File: src/rtl/ahbl_axi_rst_pkg.sv
// ahbl_axi_rst_pkg
// Shared definitions for the AHB-Lite-to-AXI bridge reset sequencer:
//   - rst_state_e : sequencer state encoding
//   - min_cnt_w() : smallest counter width able to hold every delay value
//   - cfg_ok()    : configuration legality check used at elaboration
package ahbl_axi_rst_pkg;

  typedef enum logic [2:0] {
    ST_HOLD   = 3'd0,
    ST_GAP    = 3'd1,
    ST_RUN    = 3'd2,
    ST_DRAIN  = 3'd3,
    ST_ASSERT = 3'd4
  } rst_state_e;

  // Width needed to represent the largest of the three delay values.
  function automatic int min_cnt_w(input int axi_hold, input int ahb_delay, input int drain_to);
    int m;
    m = axi_hold;
    if (ahb_delay > m) m = ahb_delay;
    else               m = m;
    if (drain_to > m)  m = drain_to;
    else               m = m;
    return $clog2(m + 1);
  endfunction

  // All delays must be at least one cycle and fit in the counter.
  function automatic bit cfg_ok(input int cnt_w, input int sync_stages, input int axi_hold,
                                input int ahb_delay, input int drain_to);
    return (sync_stages >= 2) && (axi_hold >= 1) && (ahb_delay >= 1) && (drain_to >= 1) &&
           (cnt_w >= min_cnt_w(axi_hold, ahb_delay, drain_to));
  endfunction

endpackage

File: src/rtl/ahbl_axi_rst_deassert_sync.sv
// ahbl_axi_rst_deassert_sync
// Asynchronous-assert, synchronous-deassert reset synchroniser.
// Ports:
//   CLK        in  clock
//   RESETINn   in  asynchronous active-low reset
//   sync_rst_n out synchronised reset (0 while in reset, 1 SYNC_STAGES edges after release)
module ahbl_axi_rst_deassert_sync #(
  parameter int SYNC_STAGES = 2
) (
  input  logic CLK,
  input  logic RESETINn,
  output logic sync_rst_n
);

  logic [SYNC_STAGES-1:0] sync_q;
  logic [SYNC_STAGES-1:0] sync_d;

  // Shift a constant one into the chain once reset is released.
  always_comb begin
    sync_d = {sync_q[SYNC_STAGES-2:0], 1'b1};
  end

  // Synchroniser chain, cleared immediately by the external reset.
  always_ff @(posedge CLK or negedge RESETINn) begin
    if (!RESETINn) sync_q <= {SYNC_STAGES{1'b0}};
    else           sync_q <= sync_d;
  end

  assign sync_rst_n = sync_q[SYNC_STAGES-1];

endmodule

File: src/rtl/ahbl_axi_reset_sequencer.sv
// ahbl_axi_reset_sequencer
// Ordered reset release for the AXI and AHB sides of the bridge, plus a
// drain-then-reset soft-reset sequence.
// Ports:
//   CLK           in  clock
//   RESETINn      in  asynchronous active-low reset
//   SOFT_RST_REQ  in  soft-reset request, honoured only in RUN
//   AXI_IDLE      in  AXI master has nothing outstanding
//   AHB_IDLE      in  AHB slave has no transfer in progress
//   AXI_RESETn    out active-low reset to AXI-side logic (released first)
//   AHB_RESETn    out active-low reset to AHB-side logic (released AHB_DELAY later)
//   DRAIN_REQ     out ask upstream to stop issuing transfers
//   SEQ_BUSY      out high in every state except RUN
//   TIMEOUT_FLAG  out sticky: last soft reset was forced by the drain timeout
// All outputs are registered; each is updated on the edge that enters the
// state it belongs to.
module ahbl_axi_reset_sequencer
  import ahbl_axi_rst_pkg::*;
#(
  parameter int SYNC_STAGES   = 2,
  parameter int AXI_HOLD      = 16,
  parameter int AHB_DELAY     = 8,
  parameter int DRAIN_TIMEOUT = 255,
  parameter int CNT_W         = 8
) (
  input  logic CLK,
  input  logic RESETINn,
  input  logic SOFT_RST_REQ,
  input  logic AXI_IDLE,
  input  logic AHB_IDLE,
  output logic AXI_RESETn,
  output logic AHB_RESETn,
  output logic DRAIN_REQ,
  output logic SEQ_BUSY,
  output logic TIMEOUT_FLAG
);

  if (!cfg_ok(CNT_W, SYNC_STAGES, AXI_HOLD, AHB_DELAY, DRAIN_TIMEOUT)) begin : g_cfg_err
    $error("ahbl_axi_reset_sequencer: illegal delay/counter configuration");
  end

  localparam logic [CNT_W-1:0] CNT_MAX    = {CNT_W{1'b1}};
  localparam logic [CNT_W-1:0] CNT_ZERO   = {CNT_W{1'b0}};
  localparam logic [CNT_W-1:0] HOLD_TC    = CNT_W'(AXI_HOLD);
  localparam logic [CNT_W-1:0] GAP_TC     = CNT_W'(AHB_DELAY);
  localparam logic [CNT_W-1:0] DRAIN_TC   = CNT_W'(DRAIN_TIMEOUT);

  logic             sync_rst_n;
  rst_state_e       state_q, state_d;
  logic [CNT_W-1:0] cnt_q, cnt_d, cnt_inc;
  logic             axi_rstn_q, axi_rstn_d;
  logic             ahb_rstn_q, ahb_rstn_d;
  logic             drain_req_q, drain_req_d;
  logic             busy_q, busy_d;
  logic             tflag_q, tflag_d;

  ahbl_axi_rst_deassert_sync #(
    .SYNC_STAGES(SYNC_STAGES)
  ) u_sync (
    .CLK       (CLK),
    .RESETINn  (RESETINn),
    .sync_rst_n(sync_rst_n)
  );

  // Saturating increment; the terminal compare is on the incremented value,
  // so a delay of N ends on the N-th counting edge.
  always_comb begin
    if (cnt_q == CNT_MAX) cnt_inc = cnt_q;
    else                  cnt_inc = cnt_q + {{(CNT_W-1){1'b0}}, 1'b1};
  end

  // Next-state and next-output logic.
  always_comb begin
    state_d     = state_q;
    cnt_d       = cnt_q;
    axi_rstn_d  = axi_rstn_q;
    ahb_rstn_d  = ahb_rstn_q;
    drain_req_d = drain_req_q;
    busy_d      = busy_q;
    tflag_d     = tflag_q;
    case (state_q)
      ST_HOLD: begin
        // Nothing counts until the synchronised release arrives.
        if (!sync_rst_n) begin
          cnt_d = CNT_ZERO;
        end else if (cnt_inc == HOLD_TC) begin
          axi_rstn_d = 1'b1;
          cnt_d      = CNT_ZERO;
          state_d    = ST_GAP;
        end else begin
          cnt_d = cnt_inc;
        end
      end
      ST_GAP: begin
        if (cnt_inc == GAP_TC) begin
          ahb_rstn_d = 1'b1;
          busy_d     = 1'b0;
          cnt_d      = CNT_ZERO;
          state_d    = ST_RUN;
        end else begin
          cnt_d = cnt_inc;
        end
      end
      ST_RUN: begin
        if (SOFT_RST_REQ) begin
          drain_req_d = 1'b1;
          busy_d      = 1'b1;
          tflag_d     = 1'b0;
          cnt_d       = CNT_ZERO;
          state_d     = ST_DRAIN;
        end else begin
          cnt_d = CNT_ZERO;
        end
      end
      ST_DRAIN: begin
        // Idle is checked before the timeout so a coincident idle wins.
        if (AXI_IDLE && AHB_IDLE) begin
          axi_rstn_d  = 1'b0;
          ahb_rstn_d  = 1'b0;
          drain_req_d = 1'b0;
          cnt_d       = CNT_ZERO;
          state_d     = ST_ASSERT;
        end else if (cnt_inc == DRAIN_TC) begin
          axi_rstn_d  = 1'b0;
          ahb_rstn_d  = 1'b0;
          drain_req_d = 1'b0;
          tflag_d     = 1'b1;
          cnt_d       = CNT_ZERO;
          state_d     = ST_ASSERT;
        end else begin
          cnt_d = cnt_inc;
        end
      end
      ST_ASSERT: begin
        // Synchroniser is already released, so HOLD starts counting at once.
        cnt_d   = CNT_ZERO;
        state_d = ST_HOLD;
      end
      default: begin
        axi_rstn_d  = 1'b0;
        ahb_rstn_d  = 1'b0;
        drain_req_d = 1'b0;
        busy_d      = 1'b1;
        cnt_d       = CNT_ZERO;
        state_d     = ST_HOLD;
      end
    endcase
  end

  // State, counter and output registers with asynchronous reset.
  always_ff @(posedge CLK or negedge RESETINn) begin
    if (!RESETINn) begin
      state_q     <= ST_HOLD;
      cnt_q       <= CNT_ZERO;
      axi_rstn_q  <= 1'b0;
      ahb_rstn_q  <= 1'b0;
      drain_req_q <= 1'b0;
      busy_q      <= 1'b1;
      tflag_q     <= 1'b0;
    end else begin
      state_q     <= state_d;
      cnt_q       <= cnt_d;
      axi_rstn_q  <= axi_rstn_d;
      ahb_rstn_q  <= ahb_rstn_d;
      drain_req_q <= drain_req_d;
      busy_q      <= busy_d;
      tflag_q     <= tflag_d;
    end
  end

  assign AXI_RESETn   = axi_rstn_q;
  assign AHB_RESETn   = ahb_rstn_q;
  assign DRAIN_REQ    = drain_req_q;
  assign SEQ_BUSY     = busy_q;
  assign TIMEOUT_FLAG = tflag_q;

endmodule
File: config.mk
export PLATFORM = sky130hd
export DESIGN_NAME = ahbl_axi_reset_sequencer
export DESIGN_NICKNAME = d
export VERILOG_FILES = /design/src/rtl/ahbl_axi_rst_pkg.sv /design/src/rtl/ahbl_axi_rst_deassert_sync.sv /design/src/rtl/ahbl_axi_reset_sequencer.sv
export SDC_FILE = /design/constraint.sdc
export NUM_CORES = 1
export LEC_CHECK = 0
export ABC_CLOCK_PERIOD_IN_PS = 2700
export CAP_MARGIN = 20
export CORE_UTILIZATION = 40
export CTS_BUF_LIST = sky130_fd_sc_hd__clkbuf_8
export CTS_CLUSTER_DIAMETER = 120
export CTS_CLUSTER_SIZE = 14
export DETAILED_ROUTE_END_ITERATION = 6
export GPL_ROUTABILITY_DRIVEN = 0
export GPL_TIMING_DRIVEN = 0
export HOLD_SLACK_MARGIN = 0.12
export SYNTH_ARGS = -nofsm -noshare
export SYNTH_HDL_FRONTEND = slang
export SYNTH_SLANG_ARGS = --single-unit
File: constraint.sdc
create_clock -name CLK -period 2.7 [get_ports CLK]
set_input_delay 0.54 -clock CLK [delete_from_list [all_inputs] [get_ports CLK]]
set_output_delay 0.54 -clock CLK [all_outputs]
set_load 0.05 [all_outputs]
==> out/results.ini <==
[status]
outcome=complete, no violations

[yosys]
yosys-top-cells-count=dfrtp_1 (17), a21oi_1 (14), nand2_1 (9), nand3_1 (7), clkbuf_1 (6)
syn-mean-instance-area_um2=8.74
synth_edf_count=0
syn_nets=142
synthFlopType=dfrtp_1
async_reset_ff_frac=1.00
yosysWarnings=0
yosysMostFrequentCell=dfrtp_1
yosysSeqAreaShare=0.380
synth_top_area_share=0.358
ys_seq_elements=18
synth_top_cell_by_area=dfrtp_1
synth.area.top_cells=dfrtp_1 (36%), a21oi_1 (5.9%), nand3_1 (2.9%)
synth_area_um2=1190
netlist_instances=136
yosys.cell_types.count=49

[place]
dp_hpwl_mm=2.21
port_buffers=9

[sta]
finalHoldViolCount=0
fmax_mhz=414
rsz0062_at_grt=false
finalSetupTns_ps=0
final.min_clock_period_ps=2420
setup_viol=0
tightest_slew_ps=829
fin_crit_sh=0.896
slew_violations=0
clock_skew_ps=4.58
max-slew-margin-rel=0.446

[critical_path]
reg2reg_from=cnt_q[1]
worstPathMaxFanout=10
worstPathArrival_ps=2520
critical-path-slowest-cell=dfrtp_1
crit_family=compound AO/OA/AOI/OAI gates
criticalPathCategory=flip-flop to flip-flop
path_common_cell=buf_2
slowest_delay_ps=470
cp_num_buf_inv=2
startpoint=cnt_q[1]
critPathLaunchType=flip-flop
crit_path_end_kind=flip-flop
critical_path_required_ps=2800
path_cells=ha_1 -> buf_2 -> nand4_1 -> nor3_1 -> o22ai_1 -> o31ai_4 -> buf_2 -> a21oi_1

[route]
vias=1117
wirelength_mm=3.06
wl_per_cell_um=17.0
antenna_left=0
initialDrtViolationCount=50
drc=0
drt_first_pass_iters=4
vias_per_cell=6.21

[global_routing]
grt_pass1_wl_mm=5.33
grt_usage=0.212
grt_use_met1=0.294
antenna_found_initial=0
busiest_layer=met2
grt_util_met3=0.0253
grt_max_degree=19
grt_remaining_overflow=0
grt_pass1_vias=1176
met2_usage=0.348

[final_layout]
post-route-util=0.497
layout-drive-gt1-share=0.114
final_nets=156
diodes=0
syn_to_final_growth_pct=16.2

[floorplan]
fp.dieH_um=56.5
die_area_um2=3190
ios=10
rows=19
core-area_um2=2780
die_x_um=56.5
initial_utilization=0.427

[power_and_ir_drop]
peakVddDrop_v=0.000325
leakage_nw=0.589
power.density_nw_per_um2=397

[cts]
clkLatencyLatePin_ps=250
cts_made_buffers=3
path_clk_slew_ps=70
root_buffer=clkbuf_8
htreeDepth=1
cts_tree=built
postCtsHoldBufs=0
cts.sinks=18
cts_buffer_depth=2
postCtsSetupRepairBufs=0
cts_resized=0

[job]
cap_viol_max_count=0

[worst_hold_path]
min_from=u_sync.sync_q[0]
hp-class=flip-flop to flip-flop

[cell type report]
cell class / instances / area (µm²)
Buffer: 12 / 55.1
Fill cell: 271 / 1400
Clock buffer: 4 / 55.1
Multi-Input combinational cell: 102 / 676
Inverter: 4 / 15.0
Sequential cell: 18 / 452
Tap cell: 31 / 38.8
Timing Repair Buffer: 9 / 90.1
[logic make-up (layout without fill, tap and decap cells)]
kind of cell,Yosys count,count (layout),synth area share
other cells,1,1,0.00315
compound gates,42,42,0.248
mux,3,3,0.0253
flops,18,18,0.380
xor+xnor,2,2,0.0147
simple gates,53,53,0.259
fa+ha+maj,1,1,0.0105
buf+inv,16,29,0.0589
[final timing paths]
kind / slack, ps / depth (start not counted) / to
worst max register to register: 280 / 8 / cnt_q[0]
max in group asynchronous: 1420 / 1 / cnt_q[6]
worst min register to register: 350 / 0 / u_sync.sync_q[1]
min in group asynchronous: 770 / 1 / cnt_q[1]
worst max-delay path: 280 / 8 / cnt_q[0]
worst min-delay path: 350 / 0 / u_sync.sync_q[1]
[metrics by stage]
step | hold slack [ps] | setup slack, ps | power, W | area, µm² | std cells
after floorplan | 244 | 671 | 0.000314 | 1190 | 136
after global placement | 338 | 271 | 0.000333 | 1320 | 176
after CTS | 355 | 189 | 0.000555 | 1370 | 180
after detailed placement | 339 | 232 | 0.000334 | 1320 | 176
after global routing | 367 | 111 | 0.000571 | 1380 | 180
final | 352 | 282 | 0.000548 | 1380 | 180
[per-layer routing]
layer,routed length [µm],share of wire,vias to the layer above
li1,-,-,539
met1,1500,0.49,552
met2,1460,0.48,24
met3,88,0.029,2
met4,15,0.0049,0
met5,0,0,-
[state kept, by name, indices dropped and copies added (netlist names)]
register / cells
state_q: 3
TIMEOUT_FLAG: 1
AHB_RESETn: 1
AXI_RESETn: 1
DRAIN_REQ: 1
SEQ_BUSY: 1
u_sync.sync_q: 2
cnt_q: 8
[cells in the final DEF, fill, tap and decap left out, types with 3 or more instances in the layout]
master,instances
and3_1,5
clkdlybuf4s50_1,9
nand4_1,4
buf_2,5
clkbuf_8,4
inv_1,3
o21ai_0,5
clkbuf_1,6
nor3_1,5
nor2_1,5
nand2_1,9
nor2b_1,5
nand3_1,7
o22ai_1,3
dfrtp_1,17
mux2i_1,3
a21oi_1,14
[report_power, final]
group	leakage [nW]	total [W]	switching, W	internal [W]
Sequential	0.241	0.000280	0.00000555	0.000275
Combinational	0.319	0.0000491	0.0000295	0.0000195
Clock	0.0288	0.000219	0.0000897	0.000129
Total	0.589	0.000548	0.000125	0.000424
(Power assumes the default switching activity.)
